--- src/rtl/spi_cmd_parser.sv ---
// Framed SPI command decoder: SYNC, OP, LEN, 0..MAX_LEN payload bytes, XOR checksum.
// Optional SPI_CMD_ERRCNT_EN adds a saturating error counter cleared by an OP 8'hEC, LEN 0 frame.
module spi_cmd_parser #(
   parameter logic [7:0]  SYNC_BYTE   = 8'hA5,
   parameter int unsigned MAX_LEN     = 2,
   parameter int unsigned TIMEOUT_CYC = 25000
) (
   input  logic        clk,
   input  logic        rst_n,
   input  logic [7:0]  rx_data,
   input  logic        rx_valid,
   input  logic        spi_cs,
   output logic        cmd_valid,
   output logic [7:0]  cmd_op,
   output logic [15:0] cmd_arg,
   output logic        err_valid,
   output logic [1:0]  err_code
`ifdef SPI_CMD_ERRCNT_EN
   ,
   output logic [7:0]  err_count
`endif
);

   localparam int unsigned TW = $clog2(TIMEOUT_CYC + 1);

   typedef enum logic [2:0] {StIdle, StOp, StLen, StPay, StChk} state_e;

   state_e        state_q, state_d;
   logic [7:0]    op_q, op_d;
   logic [1:0]    len_q, len_d;
   logic [1:0]    cnt_q, cnt_d;
   logic [7:0]    chk_q, chk_d;
   logic [15:0]   arg_q, arg_d;
   logic [TW-1:0] timer_q, timer_d;
   logic          cmd_valid_q, cmd_valid_d;
   logic          err_valid_q, err_valid_d;
   logic [1:0]    err_code_q, err_code_d;
   logic [7:0]    cmd_op_q, cmd_op_d;
   logic [15:0]   cmd_arg_q, cmd_arg_d;
`ifdef SPI_CMD_ERRCNT_EN
   logic [7:0]    err_cnt_q, err_cnt_d;
`endif

   always_comb begin
      state_d     = state_q;
      op_d        = op_q;
      len_d       = len_q;
      cnt_d       = cnt_q;
      chk_d       = chk_q;
      arg_d       = arg_q;
      cmd_valid_d = 1'b0;
      err_valid_d = 1'b0;
      err_code_d  = err_code_q;
      cmd_op_d    = cmd_op_q;
      cmd_arg_d   = cmd_arg_q;

      if (rx_valid) begin
         unique case (state_q)
            StIdle: begin
               if (rx_data == SYNC_BYTE) state_d = StOp;
            end
            StOp: begin
               op_d    = rx_data;
               chk_d   = rx_data;
               arg_d   = 16'h0000;
               cnt_d   = 2'd0;
               state_d = StLen;
            end
            StLen: begin
               if (rx_data > 8'(MAX_LEN)) begin
                  err_valid_d = 1'b1;
                  err_code_d  = 2'd1;
                  state_d     = StIdle;
               end else begin
                  len_d   = rx_data[1:0];
                  chk_d   = chk_q ^ rx_data;
                  state_d = (rx_data == 8'h00) ? StChk : StPay;
               end
            end
            StPay: begin
               arg_d = {arg_q[7:0], rx_data};
               chk_d = chk_q ^ rx_data;
               cnt_d = cnt_q + 2'd1;
               if ((cnt_q + 2'd1) == len_q) state_d = StChk;
            end
            StChk: begin
               if (rx_data == chk_q) begin
                  cmd_valid_d = 1'b1;
                  cmd_op_d    = op_q;
                  cmd_arg_d   = arg_q;
               end else begin
                  err_valid_d = 1'b1;
                  err_code_d  = 2'd0;
               end
               state_d = StIdle;
            end
            default: state_d = StIdle;
         endcase
      end

      // Byte is processed first; CS abort only if the frame is still open afterwards.
      if (!err_valid_d && spi_cs && (state_d != StIdle)) begin
         err_valid_d = 1'b1;
         err_code_d  = 2'd3;
         state_d     = StIdle;
      end else if (!rx_valid && (state_q != StIdle) && (timer_q == TW'(TIMEOUT_CYC - 1))) begin
         err_valid_d = 1'b1;
         err_code_d  = 2'd2;
         state_d     = StIdle;
      end

      timer_d = (rx_valid || (state_d == StIdle)) ? '0 : timer_q + 1'b1;
   end

`ifdef SPI_CMD_ERRCNT_EN
   always_comb begin
      err_cnt_d = err_cnt_q;
      if (err_valid_d) begin
         if (err_cnt_q != 8'hFF) err_cnt_d = err_cnt_q + 8'd1;
      end else if (cmd_valid_d && (op_q == 8'hEC) && (len_q == 2'd0)) begin
         err_cnt_d = 8'h00;
      end
   end

   always_ff @(posedge clk or negedge rst_n) begin
      if (!rst_n) err_cnt_q <= 8'h00;
      else        err_cnt_q <= err_cnt_d;
   end

   assign err_count = err_cnt_q;
`endif

   always_ff @(posedge clk or negedge rst_n) begin
      if (!rst_n) begin
         state_q     <= StIdle;
         op_q        <= 8'h00;
         len_q       <= 2'd0;
         cnt_q       <= 2'd0;
         chk_q       <= 8'h00;
         arg_q       <= 16'h0000;
         timer_q     <= '0;
         cmd_valid_q <= 1'b0;
         err_valid_q <= 1'b0;
         err_code_q  <= 2'd0;
         cmd_op_q    <= 8'h00;
         cmd_arg_q   <= 16'h0000;
      end else begin
         state_q     <= state_d;
         op_q        <= op_d;
         len_q       <= len_d;
         cnt_q       <= cnt_d;
         chk_q       <= chk_d;
         arg_q       <= arg_d;
         timer_q     <= timer_d;
         cmd_valid_q <= cmd_valid_d;
         err_valid_q <= err_valid_d;
         err_code_q  <= err_code_d;
         cmd_op_q    <= cmd_op_d;
         cmd_arg_q   <= cmd_arg_d;
      end
   end

   assign cmd_valid = cmd_valid_q;
   assign err_valid = err_valid_q;
   assign err_code  = err_code_q;
   assign cmd_op    = cmd_op_q;
   assign cmd_arg   = cmd_arg_q;

endmodule

--- config.mk ---
export PLATFORM = sky130hd
export DESIGN_NAME = spi_cmd_parser
export DESIGN_NICKNAME = d
export VERILOG_FILES = /design/src/rtl/spi_cmd_parser.sv
export SDC_FILE = /design/constraint.sdc
export NUM_CORES = 1
export LEC_CHECK = 0
export BUFFER_PORTS_ARGS = -buffer_cell sky130_fd_sc_hd__buf_2
export CORE_MARGIN = 10
export CORE_UTILIZATION = 28
export CTS_CLUSTER_DIAMETER = 60
export CTS_CLUSTER_SIZE = 10
export DETAILED_ROUTE_END_ITERATION = 6
export GPL_ROUTABILITY_DRIVEN = 0
export PLACE_DENSITY = 0.45
export RECOVER_POWER = 100
export SETUP_SLACK_MARGIN = 0.2
export SLEW_MARGIN = 10
export SYNTH_ARGS = -nofsm -noshare
export SYNTH_HDL_FRONTEND = slang
export SYNTH_SLANG_ARGS = --single-unit
--- constraint.sdc ---
create_clock -name clk -period 2 [get_ports clk]
set_input_delay 0.2 -clock clk [delete_from_list [all_inputs] [get_ports clk]]
set_output_delay 0.2 -clock clk [all_outputs]
set_load 0.02 [all_outputs]
# Word-level counts from Yosys, hierarchy flattened
# Index checks and enable logic that the tools add are counted.
# Widths: inputs -> output; s select.
dict set report word_totals {
  reg_bits 82
  word_cells 78
  output_inout_bits 28
}
dict set report classes {
  reduce_logical 22
  mux 28
  n_lt_le_gt_ge 1
  bitwise_logic 2
  addsub 2
  n_eq_ne 11
}
# op n
set ops {}
lappend ops {{$pmux 16 s2} 1}
lappend ops {{$pmux 8 s3} 1}
lappend ops {{$mux 3} 7}
lappend ops {{$add 15x1->15 const B} 1}
lappend ops {{$eq 15x15->1 const B} 1}
lappend ops {{$mux 15} 1}
lappend ops {{$pmux 3 s4} 1}
lappend ops {{$reduce_bool 3->1} 4}
lappend ops {{$mux 2} 5}
lappend ops {{$reduce_and 3->1} 3}
lappend ops {{$eq 8x8->1} 1}
lappend ops {{$eq 8x8->1 const B} 1}
lappend ops {{$gt 8x2->1 const B} 1}
lappend ops {{$logic_not 8->1} 1}
lappend ops {{$mux 1} 8}
lappend ops {{$mux 8} 1}
lappend ops {{$ne 4x4->1 const B} 2}
lappend ops {{$pmux 2 s2} 2}
lappend ops {{$xor 8x8->8} 1}
lappend ops {{$eq 3x2->1 const B} 2}
lappend ops {{$logic_not 3->1} 2}
lappend ops {{$logic_and 1x1->1} 4}
lappend ops {{$reduce_and 2->1} 2}
lappend ops {{$reduce_and 4->1} 1}
lappend ops {{11 further kinds} 12}

# Logic depth before layout (Yosys ltp)
dict set report depth {
  ltp_word 11
  mapped_depth 8
  depth_no_buf 6
}

# Worst setup path before layout
# OpenSTA, ideal clock, no wires.
dict set report synth_timing {
  path_type {flip-flop to flip-flop}
  from {register state_q[1]}
  to {register timer_q[12]}
  synth_period_minus_slack_ns 2.190
  t_required_ns 1.888
  n_path_buf 3
  path_stages_with_launch 8
  arrival_ns 2.079
  slack_ns -0.190
  setup_time_ns 0.112
  cell_sequence {dfrtp_1 clkbuf_1 nor2b_1 clkbuf_1 a311o_1 a2111o_1 buf_2 a2111oi_2}
}
dict set report synth_via {
  elab_chain_cells 10
}
# item line
set synth_lines {}
lappend synth_lines {{start: declaration} 28} ;# state_e state_q, state_d;
lappend synth_lines {{start signal: assignment} 135} ;# state_q <= StIdle;
lappend synth_lines {{start signal: assignment} 148} ;# state_q <= state_d;
lappend synth_lines {{parallel branches: the longest is 6 deep, another holds $pmux 3 s4} --}
lappend synth_lines {{$mux 3 (*)} 102} ;# if (!err_valid_d && spi_cs && (state_d != StIdle)) begin
lappend synth_lines {{$logic_not 3->1 (*)} 112} ;# timer_d = (rx_valid || (state_d == StIdle)) ? '0 : timer_q + 1'b1;
lappend synth_lines {{$logic_or 1x1->1 (*)} 112}
lappend synth_lines {{$mux 15 (*)} 112}
lappend synth_lines {{via timer_d[12]} 34} ;# logic [TW-1:0] timer_q, timer_d;
lappend synth_lines {{end signal: assignment} 154} ;# timer_q <= timer_d;
lappend synth_lines {{end: declaration} 34}
# Mark *: on every way through the listed nets, which the timed path passes.
# A chain may end at the register's enable or synchronous reset.

# Worst setup path in the final report
dict set report layout_timing {
  from {register cnt_q[1]}
  to {register timer_q[12]}
}
dict set report layout_via {
  elab_chain_cells 11
}
# item line
set layout_lines {}
lappend layout_lines {{start: declaration} 31} ;# logic [1:0] cnt_q, cnt_d;
lappend layout_lines {{start signal: assignment} 151} ;# cnt_q <= cnt_d;
lappend layout_lines {{$add 2x1->2 (*)} 84} ;# if ((cnt_q + 2'd1) == len_q) state_d = StChk;
lappend layout_lines {{$eq 2x2->1 (*)} 84}
lappend layout_lines {{$mux 3 (*)} 84}
lappend layout_lines {{$pmux 3 s4 (*)} 58} ;# unique case (state_q)
lappend layout_lines {{$mux 3 (*)} 57} ;# if (rx_valid) begin
lappend layout_lines {{$reduce_bool 3->1} 102}
lappend layout_lines {{$logic_and 1x1->1} 102}
lappend layout_lines {{$mux 3 (*)} 102}
lappend layout_lines {{$logic_not 3->1 (*)} 112}
lappend layout_lines {{$logic_or 1x1->1 (*)} 112}
lappend layout_lines {{$mux 15 (*)} 112}
lappend layout_lines {{via timer_d[12]} 34}
# The timed path passes the listed nets; every way through them passes the cells marked *.

==> out/metrics.cfg <==
[status]
status=finished with violations
violations=setup timing

[route]
drt-wirelength-per-cell_microns=15.5
dr.pass1.iters=4
drc=0
routed_wl_mm=9.38
viasPerCell=4.74
first_iter_violations=153
num_vias=2868
antenna_left=0

[worst_setup_path]
timing_worst_setup_path_type=reg2reg
worstPathArrival_ns=2.36
critPathRequiredTime_ns=2.24
cp_top_family=compound AO/OA/AOI/OAI gates
slowest_stage=dfrtp_1
cp-start-kind=register
cp_slowest_stage_delay_ns=0.41
cp_cell_sequence=xor2_1 > mux2i_2 > a211o_1 > a2111o_1 > buf_12 > a2111oi_4
cp_max_fo=20
path_buf_inv=1
end_kind=register

[clock_tree]
cts_htree_levels=3
cts_made_buffers=9
cts_sinks=82
insertion_delay_ns=0.34
clkTransAtPathRegs_ns=0.07
cts-root-buf=clkbuf_16
cts_buffer_depth=2
cts_tree=yes
post-cts-setup-buffer-count=0

[sta]
period_minus_slack_ns=2.12
setup_slack_ns=-0.122
post-route-period-util_pct=106
hold_viol_final=0
max-slew-margin-rel_pct=48.8
fmax_mhz=471
rsz0062_at_grt=yes
setup_viol=15
skew_ns=0.00884
worst_pin_slew_ns=0.768
slew_violations=0

[grt]
antenna_found_initial=0
grt_pass1_wl_mm=15.8
gr-total-overflow=0
grt_max_degree=37
grt_pass1_vias=2929
grt_util_all_layers_pct=10.7

[synth]
syn_nets=369
synth_compound_area_share_pct=13.2
synth_top_family_by_area=simple AND/OR/NAND/NOR gates
syn_area_sq_mm=0.00390
ys_ff_latch=82
postSynthAreaPerCell_sq_um=10.9
synth_xor_area_share_pct=4.95
synth_mux_area_share_pct=10.3
ys_seq_area_share_pct=52.7
synth_area_leader_cell=dfrtp_1
synth_edf_count=0
yosys.area_share.adder_pct=0.321
synth_flop_cell=dfrtp_1
yosysWarnings=0
synth-simple-area-share_pct=14.9
yosysTopAreaCellShare_pct=52.7
yosys-top-cells-area=dfrtp_1, mux2_2, nand2_1
synth-async-reset-ratio_pct=100
synth_cell_types=44
syn_inst=356

[floorplan]
die_w_microns=138
io_pins=40
dieHeight_microns=138
start_util_pct=28.3
core_area_sq_mm=0.0138
row_count=43
dieArea_sq_mm=0.0190

[pwr]
cellInternalPower_mw=2.73
clkPwrFrac_pct=42.8
p_seq_share_pct=48.1
comb_power_share_pct=9.1
p_sw_uw=986
ir_worst_vdd_v=0.000373
p_leak_nw=2.05
sw_frac_of_total_pct=26.5
pwr_density_cell_mw_per_mm2=746

[place]
dp_cells=588
dpl_cell_area_sq_mm=0.00477
dp_hpwl_mm=6.69
portBuffers=39
dp_slack_ns=-0.111

[final_layout]
fin_area_sq_mm=0.00498
syn_to_final_growth_pct=27.9
n_antenna_cell=0
nets=433
fill_cells=1426
final_cells=605
drive_gt1_share_pct=28.9

[job]
maxCapViolCount=0

[hold_path]
hp-class=in2reg

==> path summary, 6_finish.rpt <==
check,startpoint,endpoint,slack (ns),cells past startpoint
hold reg to reg,arg_q[11],arg_q[11],0.48,2
min in group asynchronous,rst_n,cmd_arg[14],0.46,2
hold / removal,rx_data[1],op_q[1],0.18,2
setup / recovery,cnt_q[1],timer_q[12],-0.12,6
setup reg to reg,cnt_q[1],timer_q[12],-0.12,6
max in group asynchronous,rst_n,state_q[0],0.30,3
==> state kept, by name, indices dropped and copies added (netlist names), 3 cells and up <==
name	cells
timer_q	15
cmd_op	8
arg_q	16
op_q	8
state_q	3
cmd_arg	16
chk_q	8
==> repair_timing <==
item	4_1_cts	5_1_grt
setup endpoints to repair	20	44
resized for setup	1	3
endpoints found under the hold margin	29	0
hold buffers	1	0
==> kinds of logic after synthesis <==
| family | count (synthesis) |
|---|---|
| AO/OA/AOI/OAI | 73 |
| AND/OR/NAND/NOR | 110 |
| flip-flops | 82 |
| XOR/XNOR | 22 |
| multiplexers | 36 |
| buffers and inverters | 32 |
| adder cells (fa/ha/maj) | 1 |
==> layout by cell type (no fill, tap or decap), types with 6 or more instances in the layout <==
cell       Yosys  final
a2111oi_4      0     12
inv_1          6      6
buf_2          4     11
clkbuf_1      20     31
mux2_2        34     34
nor2_1        11      9
xnor2_1       16     16
xor2_1         6      6
clkbuf_16      0      9
dfrtp_1       82     82
nand3_1       18     18
buf_4          0     28
a21oi_1       16     14
nand4_1        6      6
o21ai_0       31     31
nand2_1       42     42
==> synth_stat cells, types with 2 or more instances <==
cell type / count
nand4_1: 6
a31oi_1: 2
nand2_1: 42
mux2i_1: 2
clkbuf_1: 20
a21oi_1: 16
xor2_1: 6
buf_2: 4
xnor2_1: 16
buf_6: 2
nor2b_1: 5
and4b_1: 2
nor3b_1: 2
nor4bb_1: 2
a2111oi_1: 4
nor3_1: 4
nand2b_1: 2
nand3_1: 18
dfrtp_1: 82
o21ai_0: 31
inv_1: 6
a2111oi_2: 8
a211oi_1: 4
nor2_1: 11
nor4b_1: 2
nand4b_1: 2
nor4_1: 5
mux2_2: 34
==> per-stage QoR <==
| stage | TNS [ns] | power [mW] | util, % | hold slack (ns) |
|---|---|---|---|---|
| 2_1_floorplan | -0.148 | 2.04 | - | -0.0956 |
| 3_3_place_gp | -0.784 | 2.16 | 34.6 | 0.166 |
| 3_5_place_dp | -1.32 | 2.17 | 34.6 | 0.167 |
| 4_1_cts | -1.44 | 3.79 | 36.8 | 0.174 |
| 5_1_grt | -2.99 | 3.90 | 36.2 | 0.186 |
| 6_report | -1.40 | 3.72 | 36.2 | 0.185 |
==> area by class of cell <==
| class | count | area, sq um | area share, % |
|---|---|---|---|
| clock inverter | 7 | 58.8 | 1.18 |
| sequential | 82 | 2050 | 41.2 |
| multi-input combinational | 242 | 1920 | 38.6 |
| clock buffer | 9 | 225 | 4.52 |
| inverter | 6 | 22.5 | 0.452 |
| tap | 180 | 225 | 4.52 |
| timing repair buffer | 79 | 479 | 9.61 |
==> per-layer routing <==
layer  up-vias  GRT usage (%)  share of wire [%]
li1       1412              -                  -
met1      1399           14.7                 50
met2        45           15.2                 44
met3        12           3.04                4.2
met4         0           4.81                1.9
met5         -              0                  0
==> power groups by stage <==
stage | Combinational, mW | Clock [mW] | Sequential, mW
3_3_place_gp | 0.341 | 0 | 1.82
5_1_grt | 0.380 | 1.72 | 1.80
4_1_cts | 0.352 | 1.64 | 1.79
6_report | 0.337 | 1.59 | 1.79
2_1_floorplan | 0.227 | 0 | 1.81
3_5_place_dp | 0.346 | 0 | 1.82
No activity file was read; power rests on OpenSTA's default activity.
